===== src/rtl/pc_sequencer_if.sv =====
// rtl/pc_sequencer_if.sv - fetch and execute handshake bundle for pc_sequencer
interface pc_sequencer_if;
   // instruction memory fetch handshake
   logic        imem_req;
   logic [15:0] imem_addr;
   logic        imem_ack;
   logic [15:0] imem_rdata;

   // decode hand-off
   logic [15:0] instr;
   logic        instr_valid;

   // execute-stage completion and next-PC control
   logic        exec_done;
   logic        redirect;
   logic [15:0] redirect_target;
   logic        halt_req;

   // sequencer side
   modport master (
      output imem_req,
      output imem_addr,
      input  imem_ack,
      input  imem_rdata,
      output instr,
      output instr_valid,
      input  exec_done,
      input  redirect,
      input  redirect_target,
      input  halt_req
   );

   // memory / pipeline side
   modport slave (
      input  imem_req,
      input  imem_addr,
      output imem_ack,
      output imem_rdata,
      input  instr,
      input  instr_valid,
      output exec_done,
      output redirect,
      output redirect_target,
      output halt_req
   );
endinterface


===== src/rtl/pc_sequencer.sv =====
// rtl/pc_sequencer.sv - program counter owner and fetch/issue/execute sequencer
module pc_sequencer #(
   parameter logic [15:0] RESET_PC = 16'h0000,
   parameter int unsigned PC_STEP  = 2,
   parameter int unsigned MAX_WAIT = 15
) (
   input  logic               clk,
   input  logic               rst,
   pc_sequencer_if.master     bus,
   output logic [15:0]        pc,
   output logic [15:0]        pc_link,
   output logic               halted,
   output logic               fault,
   output logic [1:0]         fault_code
);

   localparam logic [15:0] STEP16    = 16'(PC_STEP);
   // timeout fires on the MAX_WAIT-th consecutive cycle without ack
   localparam logic [7:0]  WAIT_LAST = 8'(MAX_WAIT - 1);

   localparam logic [1:0] CODE_NONE     = 2'b00;
   localparam logic [1:0] CODE_TIMEOUT  = 2'b01;
   localparam logic [1:0] CODE_MISALIGN = 2'b10;

   typedef enum logic [2:0] {
      ST_IDLE,
      ST_FETCH,
      ST_ISSUE,
      ST_EXEC,
      ST_HALT,
      ST_FAULT
   } state_t;

   state_t      state, state_next;
   logic [15:0] pc_q, pc_next;
   logic [15:0] instr_q, instr_next;
   logic [7:0]  wait_cnt, wait_cnt_next;
   logic [1:0]  code_q, code_next;
   logic [15:0] pc_seq;

   // sequential successor wraps modulo 2^16; wrap is legal
   assign pc_seq = pc_q + STEP16;

   // state and datapath registers, reset overrides every state
   always_ff @(posedge clk) begin
      if (rst) begin
         state    <= ST_IDLE;
         pc_q     <= RESET_PC;
         instr_q  <= 16'h0000;
         wait_cnt <= 8'd0;
         code_q   <= CODE_NONE;
      end else begin
         state    <= state_next;
         pc_q     <= pc_next;
         instr_q  <= instr_next;
         wait_cnt <= wait_cnt_next;
         code_q   <= code_next;
      end
   end

   // next-state, next-PC, fetch timeout and fault classification
   always_comb begin
      state_next    = state;
      pc_next       = pc_q;
      instr_next    = instr_q;
      wait_cnt_next = wait_cnt;
      code_next     = code_q;

      case (state)
         ST_IDLE: begin
            wait_cnt_next = 8'd0;
            state_next    = ST_FETCH;
         end

         ST_FETCH: begin
            if (bus.imem_ack) begin
               instr_next    = bus.imem_rdata;
               wait_cnt_next = 8'd0;
               state_next    = ST_ISSUE;
            end else begin
               wait_cnt_next = wait_cnt + 8'd1;
               if (wait_cnt == WAIT_LAST) begin
                  code_next  = CODE_TIMEOUT;
                  state_next = ST_FAULT;
               end
            end
         end

         ST_ISSUE: begin
            state_next = ST_EXEC;
         end

         ST_EXEC: begin
            if (bus.exec_done) begin
               if (bus.halt_req) begin
                  // halt takes priority but still commits the chosen next PC
                  pc_next    = bus.redirect ? bus.redirect_target : pc_seq;
                  state_next = ST_HALT;
               end else if (bus.redirect && bus.redirect_target[0]) begin
                  code_next  = CODE_MISALIGN;
                  state_next = ST_FAULT;
               end else if (bus.redirect) begin
                  pc_next    = bus.redirect_target;
                  state_next = ST_FETCH;
               end else begin
                  pc_next    = pc_seq;
                  state_next = ST_FETCH;
               end
            end
         end

         ST_HALT: begin
            state_next = ST_HALT;
         end

         ST_FAULT: begin
            state_next = ST_FAULT;
         end

         default: begin
            state_next = ST_IDLE;
         end
      endcase
   end

   // outputs are decoded from state so req and valid can never overlap
   assign bus.imem_req    = (state == ST_FETCH);
   assign bus.imem_addr   = pc_q;
   assign bus.instr       = instr_q;
   assign bus.instr_valid = (state == ST_ISSUE);

   assign pc         = pc_q;
   assign pc_link    = pc_seq;
   assign halted     = (state == ST_HALT);
   assign fault      = (state == ST_FAULT);
   assign fault_code = code_q;

endmodule


===== src/flat_wrapper.sv =====
// flat-port wrapper written by rule: the top's interface ports become plain ports
module pc_sequencer_flat 
#(
   parameter logic [15:0] RESET_PC = 16'h0000,
   parameter int unsigned PC_STEP  = 2,
   parameter int unsigned MAX_WAIT = 15
)
  (clk, rst, pc, pc_link, halted, fault, fault_code, bus_imem_req, bus_imem_addr, bus_imem_ack, bus_imem_rdata, bus_instr, bus_instr_valid, bus_exec_done, bus_redirect, bus_redirect_target, bus_halt_req);
  pc_sequencer_if bus_i ();
  input  logic clk;
  input  logic rst;
  output logic [15:0] pc;
  output logic [15:0] pc_link;
  output logic halted;
  output logic fault;
  output logic [1:0] fault_code;
  output wire logic [$bits(bus_i.imem_req)-1:0] bus_imem_req;
  output wire logic [$bits(bus_i.imem_addr)-1:0] bus_imem_addr;
  input wire logic [$bits(bus_i.imem_ack)-1:0] bus_imem_ack;
  input wire logic [$bits(bus_i.imem_rdata)-1:0] bus_imem_rdata;
  output wire logic [$bits(bus_i.instr)-1:0] bus_instr;
  output wire logic [$bits(bus_i.instr_valid)-1:0] bus_instr_valid;
  input wire logic [$bits(bus_i.exec_done)-1:0] bus_exec_done;
  input wire logic [$bits(bus_i.redirect)-1:0] bus_redirect;
  input wire logic [$bits(bus_i.redirect_target)-1:0] bus_redirect_target;
  input wire logic [$bits(bus_i.halt_req)-1:0] bus_halt_req;
  assign bus_imem_req = bus_i.imem_req;
  assign bus_imem_addr = bus_i.imem_addr;
  assign bus_i.imem_ack = bus_imem_ack;
  assign bus_i.imem_rdata = bus_imem_rdata;
  assign bus_instr = bus_i.instr;
  assign bus_instr_valid = bus_i.instr_valid;
  assign bus_i.exec_done = bus_exec_done;
  assign bus_i.redirect = bus_redirect;
  assign bus_i.redirect_target = bus_redirect_target;
  assign bus_i.halt_req = bus_halt_req;
  pc_sequencer #(.RESET_PC(RESET_PC), .PC_STEP(PC_STEP), .MAX_WAIT(MAX_WAIT)) u_core (.clk(clk), .rst(rst), .bus(bus_i), .pc(pc), .pc_link(pc_link), .halted(halted), .fault(fault), .fault_code(fault_code));
endmodule

===== config.mk =====
export PLATFORM = sky130hd
export DESIGN_NAME = pc_sequencer_flat
export DESIGN_NICKNAME = d
export VERILOG_FILES = /design/src/rtl/pc_sequencer_if.sv /design/src/rtl/pc_sequencer.sv /design/src/flat_wrapper.sv
export SDC_FILE = /design/constraint.sdc
export NUM_CORES = 1
export LEC_CHECK = 0
export BUFFER_PORTS_ARGS = -buffer_cell sky130_fd_sc_hd__clkbuf_2
export CAP_MARGIN = 20
export CORE_MARGIN = 2
export CORE_UTILIZATION = 41
export CTS_BUF_LIST = sky130_fd_sc_hd__clkbuf_8
export CTS_CLUSTER_SIZE = 25
export DETAILED_ROUTE_END_ITERATION = 12
export PLACE_DENSITY = 0.8
export SYNTH_ARGS = -nofsm -noshare
export SYNTH_HDL_FRONTEND = slang
export SYNTH_SLANG_ARGS = --single-unit

===== constraint.sdc =====
create_clock -name clk -period 2.1 [get_ports clk]
set_input_delay 0.315 -clock clk [delete_from_list [all_inputs] [get_ports clk]]
set_output_delay 0.315 -clock clk [all_outputs]
set_load 0.01 [all_outputs]

==> metrics.yaml <==
final_util_pct: 50.8
initial_core_util_pct: 42.0
yosys_warnings: 0
netlist_top_cells_count: "nand2_1, dfxtp_1, a21oi_1, buf_4, nor2_1"
netlist_top_cells_area: "dfxtp_1, nand2_1, buf_4"
cp_max_fo: 9
yosys.area.top_type: "dfxtp_1"
worst_slew_pin_slew_ns: 0.575
die_w_um: 84.2
synth.avg_cell_area_um2: 8.03
fmax_mhz: 493
core.rowCount: 29
layout-drive-gt1-share_pct: 36.0
worstSetupStartpointType: "flop"
endpoint_kind: "output port"
dp_hpwl_um: 4750
vias: 2571
seq_area_frac_synth_pct: 34.2
cap_violations: 0
dr.pass1.iters: 4
holdCritStartpoint: "bus_imem_rdata[4]"
cts_tree: "built"
wl_per_cell_um: 13.4
power_mw: 1.80
rsz0062_at_grt: "true"
skew_ns: 0.00569
p_per_area_nw_per_um2: 563
hold_buffers: 0
syn_to_final_growth_pct: 21.1
p_leak_nw: 1.46
cts_setup_buffers: 0
worst_r2r_path_depth: 4
htree_levels: 2
crit_arrival_ns: 1.71
layout_min_cycle_time_ns: 2.03
place_congestion: 0.839
clock_tree.root_cell: "clkbuf_8"
synth_ff_type: "dfxtp_1"
required_ns: 1.78
cts_made_buffers: 5
r2r-end: "u_core.bus.instr[11]"
antenna_found_initial: 0
ant_nets: 0
portBuffers: 107
diodes: 0
slew_headroom_pct: 61.6
cts.clk_slew.worst_paths_ns: 0.08
async_flop_share_pct: 0
crit_type: "reg2out"
overflow: 0
synth_edf_count: 0
die_y_um: 84.2
grt_max_degree: 43
grt_pass1_wl_um: 11000
drt_iter0_drc: 100
post_cts_resized: 4
period_share_pct: 96.6
io_pins: 108
final_max_slew_viol_count: 0
clockBufferDepth: 2
worstHoldEndpoint: "u_core.bus.instr[4]"
hold_viol_final: 0
grtUsageMet1_pct: 22.7
hold_depth: 3
syn_nets: 369
grt_usage_pct: 18.5
irDropWorstVdd_mv: 0.306
reg2reg_slack_ns: 0.30
r2r-start: "u_core.state[0]"
post-route-cell-area_um2: 3190
final_cells: 488
route.detailed.drc: 0
synth.top_cell.area_share_pct: 34.2
coreArea_um2: 6280
synth_seq_cells: 45
viasPerCell: 5.27
clock_latency_ns: 0.29
top_usage_layer: "met2"
die-area_um2: 7080
numClockSinks: 45
use_met2_pct: 32.1
final_nets: 452
synth.distinct_cells: 50
netlist_instances: 328
synth_most_common_cell: "nand2_1"
placed_cells: 481
hp-class: "in2reg"
placed_area_um2: 3070
status: "completed"
fillers: 619
routed_wl_um: 6520
grt_pass1_vias: 2407
synth_area_um2: 2630
setup_violations: 0
grtUsageMet3_pct: 4.13
-- report_power, final --
group	internal [mW]	switching, mW	total [mW]
Clock	0.346	0.293	0.639
Sequential	0.880	0.0317	0.912
Combinational	0.101	0.144	0.245
-- worst max-delay path by stage --
stage          cells past startpoint               startpoint           to
6_report                           5  u_core.bus.imem_addr[1]  pc_link[11]
5_1_grt                            5  u_core.bus.imem_addr[1]  pc_link[14]
4_1_cts                            5  u_core.bus.imem_addr[1]  pc_link[11]
3_5_place_dp                       5  u_core.bus.imem_addr[1]  pc_link[11]
3_3_place_gp                       5  u_core.bus.imem_addr[1]  pc_link[11]
2_1_floorplan                      5  u_core.bus.imem_addr[1]  pc_link[11]
-- metrics by stage --
step	hold WS, ns	worst slack (ns)	TNS [ns]
final	0.237	0.0718	0
after global routing	0.234	-0.0116	-0.0116
after CTS	0.219	0.0244	0
after detailed placement	0.449	0.234	0
after global placement	0.444	0.293	0
after floorplan	0.451	0.220	0
-- flip-flops by register name, summed over array words and instances (netlist names) --
register              cells
u_core.fault_code         2
u_core.bus.instr         16
u_core.state              3
u_core.wait_cnt           8
u_core.bus.imem_addr     16
-- worst max-delay path, cell delays in order, from the launching register on --
cell and delay (ns):
dfxtp_1 0.34, ha_2 0.24, and4_4 0.30, and4_4 0.25
xor2_1 0.14, clkbuf_2 0.15
-- per-layer routing --
metal / part of all wire, % / routed length (um)
met2: 50 / 3270
met4: 0.58 / 38
met1: 43 / 2800
met3: 6.3 / 409
met5: 0 / 0
-- final cells by class --
cell class	count	area, um2	share of cell area [%]
repair buffers	114	588	18.4
clock inverters	2	35.0	1.10
multi-input cells	238	1470	46.1
flip-flops and latches	45	906	28.4
inverters	7	26.3	0.824
clock buffers	5	68.8	2.16
well taps	77	96.3	3.02
-- layout by cell type, fill, tap and decap left out, types with 3 or more instances in the layout --
master	Yosys	final
nor2_1	16	16
dfxtp_2	0	4
a211oi_1	3	3
a21oi_1	20	20
and3_1	8	7
xor2_1	11	11
buf_4	20	7
a21oi_2	10	10
nor2b_1	7	7
nor3_1	12	12
xnor2_1	9	9
nand2b_1	3	3
clkbuf_8	0	5
nand4_1	8	8
inv_1	7	7
clkbuf_2	0	107
nand2_1	58	58
nand3_1	13	13
a21o_1	3	3
dfxtp_1	45	41
mux2i_1	6	6
a31oi_1	8	8
and2_1	4	4
o21ai_0	10	10
-- cell families (layout without fill, tap and decap cells) --
group / after synthesis / in the layout / share of synthesized area [%]
AO/OA/AOI/OAI: 64 / 64 / 16.0
XOR/XNOR: 20 / 20 / 6.65
adder cells (fa/ha/maj): 3 / 3 / 1.43
buffers and inverters: 45 / 128 / 10.3
flip-flops: 45 / 45 / 34.2
multiplexers: 6 / 6 / 2.28
AND/OR/NAND/NOR: 145 / 145 / 29.2
Note: power is estimated with default switching activity, not from simulation.
